[config.mk]
export PLATFORM = sky130hd
export DESIGN_NAME = snitch_amo_shim_mres
export DESIGN_NICKNAME = d
export VERILOG_FILES = /design/src/rtl/snitch_amo_shim_mres.sv
export SDC_FILE = /design/constraint.sdc
export NUM_CORES = 2
export LEC_CHECK = 0
export BUFFER_PORTS_ARGS = -buffer_cell sky130_fd_sc_hd__buf_2
export CORE_ASPECT_RATIO = 1.5
export CORE_MARGIN = 4
export CORE_UTILIZATION = 50
export DETAILED_ROUTE_END_ITERATION = 8
export PLACE_DENSITY = 0.69
export RECOVER_POWER = 50
export REMOVE_ABC_BUFFERS = 1
export SLEW_MARGIN = 25
export SYNTH_ARGS = -nofsm -noshare
export SYNTH_HDL_FRONTEND = slang
export SYNTH_SLANG_ARGS = --single-unit
[constraint.sdc]
create_clock -name clk_i -period 5.1 [get_ports clk_i]
set_input_delay 0.51 -clock clk_i [delete_from_list [all_inputs] [get_ports clk_i]]
set_output_delay 0.51 -clock clk_i [all_outputs]
set_load 0.02 [all_outputs]
[src/rtl/snitch_amo_shim_mres.sv]
// Atomic-memory shim for one TCDM bank: pass-through accesses, 32/64-bit AMOs
// and per-core LR/SC reservations, with DMA bypass priority.

package reqrsp_pkg;
  typedef enum logic [3:0] {
    AMONone = 4'h0,
    AMOSwap = 4'h1,
    AMOAdd  = 4'h2,
    AMOAnd  = 4'h3,
    AMOOr   = 4'h4,
    AMOXor  = 4'h5,
    AMOMax  = 4'h6,
    AMOMaxu = 4'h7,
    AMOMin  = 4'h8,
    AMOMinu = 4'h9,
    AMOLR   = 4'hA,
    AMOSC   = 4'hB
  } amo_op_e;
endpackage

// state     | meaning
// Idle      | pass-through, accept new requests
// DoAMO     | old word on mem_rdata_i, compute and register result
// WriteBack | write result, wait while the DMA owns the port
module snitch_amo_shim_mres #(
  parameter int unsigned AddrMemWidth = 32,
  parameter int unsigned DataWidth    = 64,
  parameter int unsigned NumCores     = 8,
  parameter int unsigned CoreIDWidth  = $clog2(NumCores),
  parameter int unsigned StrbWidth    = DataWidth/8
) (
  input  logic                    clk_i,
  input  logic                    rst_ni,
  input  logic                    valid_i,
  output logic                    ready_o,
  input  logic                    dma_access_i,
  input  logic [AddrMemWidth-1:0] addr_i,
  input  reqrsp_pkg::amo_op_e     amo_i,
  input  logic                    amo_d_i,
  input  logic                    write_i,
  input  logic [DataWidth-1:0]    wdata_i,
  input  logic [StrbWidth-1:0]    wstrb_i,
  output logic [DataWidth-1:0]    rdata_o,
  input  logic [CoreIDWidth-1:0]  core_id_i,
  input  logic                    is_core_i,
  output logic                    mem_req_o,
  output logic [AddrMemWidth-1:0] mem_add_o,
  output logic                    mem_wen_o,
  output logic [DataWidth-1:0]    mem_wdata_o,
  output logic [StrbWidth-1:0]    mem_be_o,
  input  logic [DataWidth-1:0]    mem_rdata_i,
  output logic [NumCores-1:0]     rsv_valid_o,
  output logic                    amo_conflict_o
);
  import reqrsp_pkg::*;

  typedef enum logic [1:0] {Idle, DoAMO, WriteBack} state_e;

  state_e                                 state_q, state_d;
  amo_op_e                                op_q, op_d;
  logic [AddrMemWidth-1:0]                addr_q, addr_d;
  logic                                   idx_q, idx_d;
  logic                                   dsize_q, dsize_d;
  logic [63:0]                            opb_q, opb_d;
  logic [63:0]                            result_q, result_d;
  logic                                   sc_fwd_q, sc_fwd_d;
  logic                                   sc_fail_q, sc_fail_d;
  logic                                   sc_dsize_q, sc_dsize_d;
  logic [NumCores-1:0]                    rsv_valid_q, rsv_valid_d;
  logic [NumCores-1:0][AddrMemWidth-1:0]  rsv_addr_q, rsv_addr_d;
  logic [NumCores-1:0]                    rsv_dsize_q, rsv_dsize_d;

  logic [63:0] wdata64, rdata64, alu_res, wb_data, sc_rdata;
  logic [7:0]  wb_be;
  logic        lane_sel, is_rmw, core_req, sc_ok, kill_en;
  logic [63:0] alu_a;
  logic [64:0] a_ext, b_ext;
  logic        is_signed, a_lt_b;

  assign wdata64 = 64'(wdata_i);
  assign rdata64 = 64'(mem_rdata_i);

  if (DataWidth == 64) begin : g_lane64
    assign lane_sel = wstrb_i[4];
  end else begin : g_lane32
    assign lane_sel = 1'b0;
  end

  assign is_rmw   = (amo_i != AMONone) && (amo_i != AMOLR) && (amo_i != AMOSC);
  assign core_req = valid_i && !dma_access_i && (state_q == Idle);
  assign sc_ok    = is_core_i && rsv_valid_q[core_id_i] &&
                    (rsv_addr_q[core_id_i] == addr_i) &&
                    (rsv_dsize_q[core_id_i] == amo_d_i);

  // Word ops use the selected 32-bit lane, sign- or zero-extended for compares
  always_comb begin
    alu_a     = dsize_q ? rdata64 :
                (idx_q ? {32'b0, rdata64[63:32]} : {32'b0, rdata64[31:0]});
    is_signed = (op_q == AMOMax) || (op_q == AMOMin);
    if (dsize_q) begin
      a_ext = {is_signed & alu_a[63], alu_a};
      b_ext = {is_signed & opb_q[63], opb_q};
    end else begin
      a_ext = {{33{is_signed & alu_a[31]}}, alu_a[31:0]};
      b_ext = {{33{is_signed & opb_q[31]}}, opb_q[31:0]};
    end
    a_lt_b = $signed(a_ext) < $signed(b_ext);
    unique case (op_q)
      AMOSwap:         alu_res = opb_q;
      AMOAdd:          alu_res = alu_a + opb_q;
      AMOAnd:          alu_res = alu_a & opb_q;
      AMOOr:           alu_res = alu_a | opb_q;
      AMOXor:          alu_res = alu_a ^ opb_q;
      AMOMax, AMOMaxu: alu_res = a_lt_b ? opb_q : alu_a;
      AMOMin, AMOMinu: alu_res = a_lt_b ? alu_a : opb_q;
      default:         alu_res = alu_a;
    endcase
  end

  assign wb_data  = dsize_q ? result_q :
                    (idx_q ? {result_q[31:0], 32'b0} : {32'b0, result_q[31:0]});
  assign wb_be    = dsize_q ? 8'hFF : (idx_q ? 8'hF0 : 8'h0F);
  assign sc_rdata = sc_dsize_q ? {63'b0, sc_fail_q} : {31'b0, sc_fail_q, 31'b0, sc_fail_q};

  assign rdata_o        = sc_fwd_q ? sc_rdata[DataWidth-1:0] : mem_rdata_i;
  assign rsv_valid_o    = rsv_valid_q;
  assign amo_conflict_o = dma_access_i && (state_q != Idle) && (addr_q == addr_i);

  always_comb begin
    state_d     = state_q;
    op_d        = op_q;
    addr_d      = addr_q;
    idx_d       = idx_q;
    dsize_d     = dsize_q;
    opb_d       = opb_q;
    result_d    = result_q;
    sc_fwd_d    = 1'b0;
    sc_fail_d   = sc_fail_q;
    sc_dsize_d  = sc_dsize_q;
    mem_req_o   = valid_i;
    mem_add_o   = addr_i;
    mem_wen_o   = write_i;
    mem_wdata_o = wdata_i;
    mem_be_o    = wstrb_i;
    ready_o     = 1'b1;
    unique case (state_q)
      Idle: begin
        if (core_req) begin
          if (is_rmw) begin
            mem_wen_o = 1'b0;
            op_d      = amo_i;
            addr_d    = addr_i;
            idx_d     = lane_sel;
            dsize_d   = amo_d_i;
            opb_d     = amo_d_i ? wdata64 :
                        (lane_sel ? {32'b0, wdata64[63:32]} : {32'b0, wdata64[31:0]});
            state_d   = DoAMO;
          end else if (amo_i == AMOLR) begin
            mem_wen_o = 1'b0;
          end else if (amo_i == AMOSC) begin
            mem_wen_o  = sc_ok;
            sc_fwd_d   = 1'b1;
            sc_fail_d  = !sc_ok;
            sc_dsize_d = amo_d_i;
          end
        end
      end
      DoAMO: begin
        ready_o   = dma_access_i;
        mem_req_o = dma_access_i && valid_i;
        result_d  = alu_res;
        state_d   = WriteBack;
      end
      WriteBack: begin
        if (!dma_access_i) begin
          ready_o     = 1'b0;
          mem_req_o   = 1'b1;
          mem_wen_o   = 1'b1;
          mem_add_o   = addr_q;
          mem_wdata_o = wb_data[DataWidth-1:0];
          mem_be_o    = wb_be[StrbWidth-1:0];
          state_d     = Idle;
        end
      end
      default: state_d = Idle;
    endcase
  end

  // Kill first, then the requester's own LR/SC update, so LR wins over its own kill
  always_comb begin
    rsv_valid_d = rsv_valid_q;
    rsv_addr_d  = rsv_addr_q;
    rsv_dsize_d = rsv_dsize_q;
    kill_en     = valid_i && ((dma_access_i && write_i) ||
                  (core_req && (write_i || is_rmw || ((amo_i == AMOSC) && sc_ok))));
    for (int s = 0; s < NumCores; s++) begin
      if (kill_en && rsv_valid_q[s] && (rsv_addr_q[s] == addr_i) &&
          !(is_core_i && !dma_access_i && (CoreIDWidth'(s) == core_id_i)))
        rsv_valid_d[s] = 1'b0;
    end
    if (core_req && is_core_i && (amo_i == AMOLR)) begin
      rsv_valid_d[core_id_i] = 1'b1;
      rsv_addr_d[core_id_i]  = addr_i;
      rsv_dsize_d[core_id_i] = amo_d_i;
    end else if (core_req && is_core_i && (amo_i == AMOSC)) begin
      rsv_valid_d[core_id_i] = 1'b0;
    end
  end

  always_ff @(posedge clk_i or negedge rst_ni) begin
    if (!rst_ni) begin
      state_q     <= Idle;
      op_q        <= AMONone;
      addr_q      <= '0;
      idx_q       <= 1'b0;
      dsize_q     <= 1'b0;
      opb_q       <= '0;
      result_q    <= '0;
      sc_fwd_q    <= 1'b0;
      sc_fail_q   <= 1'b0;
      sc_dsize_q  <= 1'b0;
      rsv_valid_q <= '0;
      rsv_addr_q  <= '0;
      rsv_dsize_q <= '0;
    end else begin
      state_q     <= state_d;
      op_q        <= op_d;
      addr_q      <= addr_d;
      idx_q       <= idx_d;
      dsize_q     <= dsize_d;
      opb_q       <= opb_d;
      result_q    <= result_d;
      sc_fwd_q    <= sc_fwd_d;
      sc_fail_q   <= sc_fail_d;
      sc_dsize_q  <= sc_dsize_d;
      rsv_valid_q <= rsv_valid_d;
      rsv_addr_q  <= rsv_addr_d;
      rsv_dsize_q <= rsv_dsize_d;
    end
  end

endmodule

==> run metrics <==
setup TNS 0 ns; GPL Wtd Cong 1.03; clock buffer depth 3; nets@finish 4392; status finished with violations; Hold Path Class input pin to register; Final min period 4.84 ns; TritonRoute pass-1 iters 5; placed cell area 0.0374 mm^2; WHS Path Cells 3; Max Slew Vio Count roughly 500; Synth Cell Area roughly 0.034 mm^2; total number of vias 31416; R2R depth 17; VDD IR-drop max between 400 and 500 uV; simple-gate share of the synthesized area 13.7%; CTS buffer count 48; Starting Density 50.6%; Die Height between 300 and 400 um; leak pwr 0.0187 uW; Detail Route Antenna Nets 0; part of the power in registers 23.9%; Seq/Total Area, Yosys between 30% and 40%; post-synth cell types 82; Final Cycle Share 94.9%; yosys warns 0; most frequent cells in the layout nand2_1 (513), dfrtp_1 (442), buf_2 (349); critical path endpoint category register; hpwl dp roughly 100 mm; failing checks capacitance limit, slew limit; MaxCap Viol Count 8; core area 0.0681 mm^2; CTS tree yes; clock slew at reported path FFs roughly 0.070 ns; Clk pwr share 17.4%; Final setup viols 0; area grow syn2layout 13.3%; Post-synth EDFFs 0; post_cts resized 0; die area 0.0733 mm^2; vias per std cell 6.35; worst-margin pin slew about 3.0 ns; DRC errors left 0; Arr. time, crit path ~5.3 ns; Fmax 0.207 GHz; GRT overflow 0; layout cells sized above 1 a little under a quarter; Adder-Cell Fraction of Synth Area 7.18%; CTS Sinks 443; vias in the first global route 31641; first-pass GRT wire length 203 mm; combinational fraction of design power between 50% and 60%; Worst Path Max Fanout 69; initial antenna violation count 12; DRC marker count from the first detailed-route iteration 2963; largest family of logic cells by synthesized area compound AO/OA/AOI/OAI gates; largest net degree at the start of global routing 163; startpoint class of the critical path register; port bufs 361; Detailed Route WL 139 mm; Mapped Cells 3783; Max transition margin -100%; io pins 362; Switch Pwr 10800 uW; gr usage total 36.6%; post-CTS setup buffer count 0; final hold violations 0; Rows 117; ys flop type dfrtp_1; WL/cell approximately 28 um; H-tree depth 2; critical path required time 5.59 ns; critical path class register to register; area fraction in compound gates after synthesis approximately 17%; clock skew 0.0245 ns; syn_area_per_cell 9.11 um^2; commonest non-fill, non-tap cell in the layout nand2_1; post-route cell area 0.0390 mm^2; Worst-Skew Late Latency 0.62 ns; Chip Width roughly 220 um; Power Internal between 10000 and 15000 uW; power per cell area approximately 550 mW/mm^2; asr flop ratio synth 100%; FF+latch count, synth 443; RSZ-0062 raised after global routing false; root buffer cell clkbuf_16; Sw Share 49.6%; post-synthesis mux area share 15.3%; post-synthesis xor/xnor area fraction about a tenth
-- metrics by stage --
stage | hold WS, ns | power [uW] | cells | worst slack (ns) | util (%)
after floorplan | 0.214 | 12500 | 3471 | -3.17 | -
after global placement | 0.355 | 17500 | 4853 | 0.369 | 55.0
after detailed placement | 0.356 | 17600 | 4853 | 0.333 | 55.0
after CTS | 0.0910 | 21400 | 4942 | 0.299 | 57.4
after global routing | 0.136 | 22800 | 4943 | 0.0126 | 57.3
final | 0.113 | 21700 | 4951 | 0.259 | 57.3
-- state kept, by name (all words and copies together) (netlist names) --
| signal | cells |
|---|---|
| idx_q | 1 |
| rsv_dsize_q | 8 |
| result_q | 64 |
| rsv_valid_o | 8 |
| sc_fail_q | 1 |
| sc_dsize_q | 1 |
| addr_q | 32 |
| dsize_q | 1 |
| op_q | 4 |
| state_q | 2 |
| rsv_addr_q | 256 |
| sc_fwd_q | 1 |
| opb_q | 64 |
-- repair_timing --
action | CTS | global route
endpoints found under the hold margin | 13 | 0
hold buffers | 1 | 0
setup endpoints to repair | 0 | 6
-- logic make-up after synthesis --
| group | count (synthesis) |
|---|---|
| multiplexers | 408 |
| XOR/XNOR | 368 |
| flip-flops | 443 |
| AND/OR/NAND/NOR | 1046 |
| AO/OA/AOI/OAI | 838 |
| adder cells (fa/ha/maj) | 197 |
| buffers and inverters | 483 |
-- power by group through the flow --
stage                     combinational (uW)  clock (uW)  sequential (uW)
final                                  12700        3780             5170
after global routing                   13600        3930             5230
after CTS                              12500        3810             5140
after detailed placement               12400           0             5190
after global placement                 12300           0             5190
after floorplan                         7630           0             4880
-- synth_stat cells (12+ instances only) --
cell type  number  area [um^2]
a22o_1         33          289
xor2_1        162         1420
nand3_1        58          290
nand2b_1       12         75.1
a31oi_1        29          181
xnor2_1       206         1800
nand4_1        72          450
nand2_1       515         1930
inv_1         168          631
a21oi_1       160          801
o21bai_1       13         97.6
a22oi_1        25          188
o21a_1         22          165
o221ai_1       17          149
dfrtp_1       443        11100
ha_1          196         2450
nor2_1        195          732
a221oi_1       96          841
clkbuf_1      210          788
o21ai_0       212         1060
mux4_2         68         1530
nor4_1         62          388
mux2i_1        73          731
a221o_1        13          130
a21o_1         68          510
a211oi_1       20          150
buf_1          55          206
o2111ai_1      20          175
nor2b_1        66          413
mux2_2        267         3010
nor3_1         17         85.1
buf_2          28          140
-- layer usage --
layer | routed length, um | track usage, % | vias to the layer above | part of all wire (%)
met1 | 47800 | 39.9 | 15436 | 34
li1 | - | - | 13902 | -
met5 | 52 | 0 | - | 0.037
met3 | 9080 | 5.61 | 551 | 6.5
met4 | 14200 | 29.2 | 6 | 10
met2 | 67700 | 63.2 | 1521 | 49
-- worst max-delay path: stages, from the launching register on --
cell and delay (ns):
dfrtp_2 0.44, nor2b_4 0.17, buf_12 0.35, mux2i_1 0.57
ha_1 0.37, nor3b_2 0.19, nand3_1 0.19, nor4_1 0.32
buf_4 0.19, o21ai_1 0.06, a21o_1 0.24, a31o_1 0.26
nand3_1 0.20, a32oi_4 0.21, buf_4 0.24, a221oi_1 0.31
a221oi_1 0.12, a21o_1 0.24
-- cell type report --
| cell class | instances | area [um^2] |
|---|---|---|
| clock inverters | 22 | 274 |
| repair buffers | 492 | 2950 |
| multi-input cells | 2857 | 21600 |
| well taps | 892 | 1120 |
| diodes | 8 | 20.0 |
| flip-flops and latches | 443 | 11100 |
| clock buffers | 66 | 1380 |
| inverters | 171 | 642 |
| fillers | 6165 | 29000 |
-- worst paths after layout --
check                                       to  slack [ns]            from
worst max-delay path               result_q[7]        0.26         dsize_q
min in group asynchronous            opb_q[45]        0.67          rst_ni
max in group asynchronous       rsv_dsize_q[0]        0.68          rst_ni
worst min-delay path                   op_q[3]        0.11        amo_i[3]
worst min register to register  rsv_dsize_q[0]        0.51  rsv_dsize_q[0]
worst max register to register     result_q[7]        0.26         dsize_q
(Power assumes the default switching activity.)
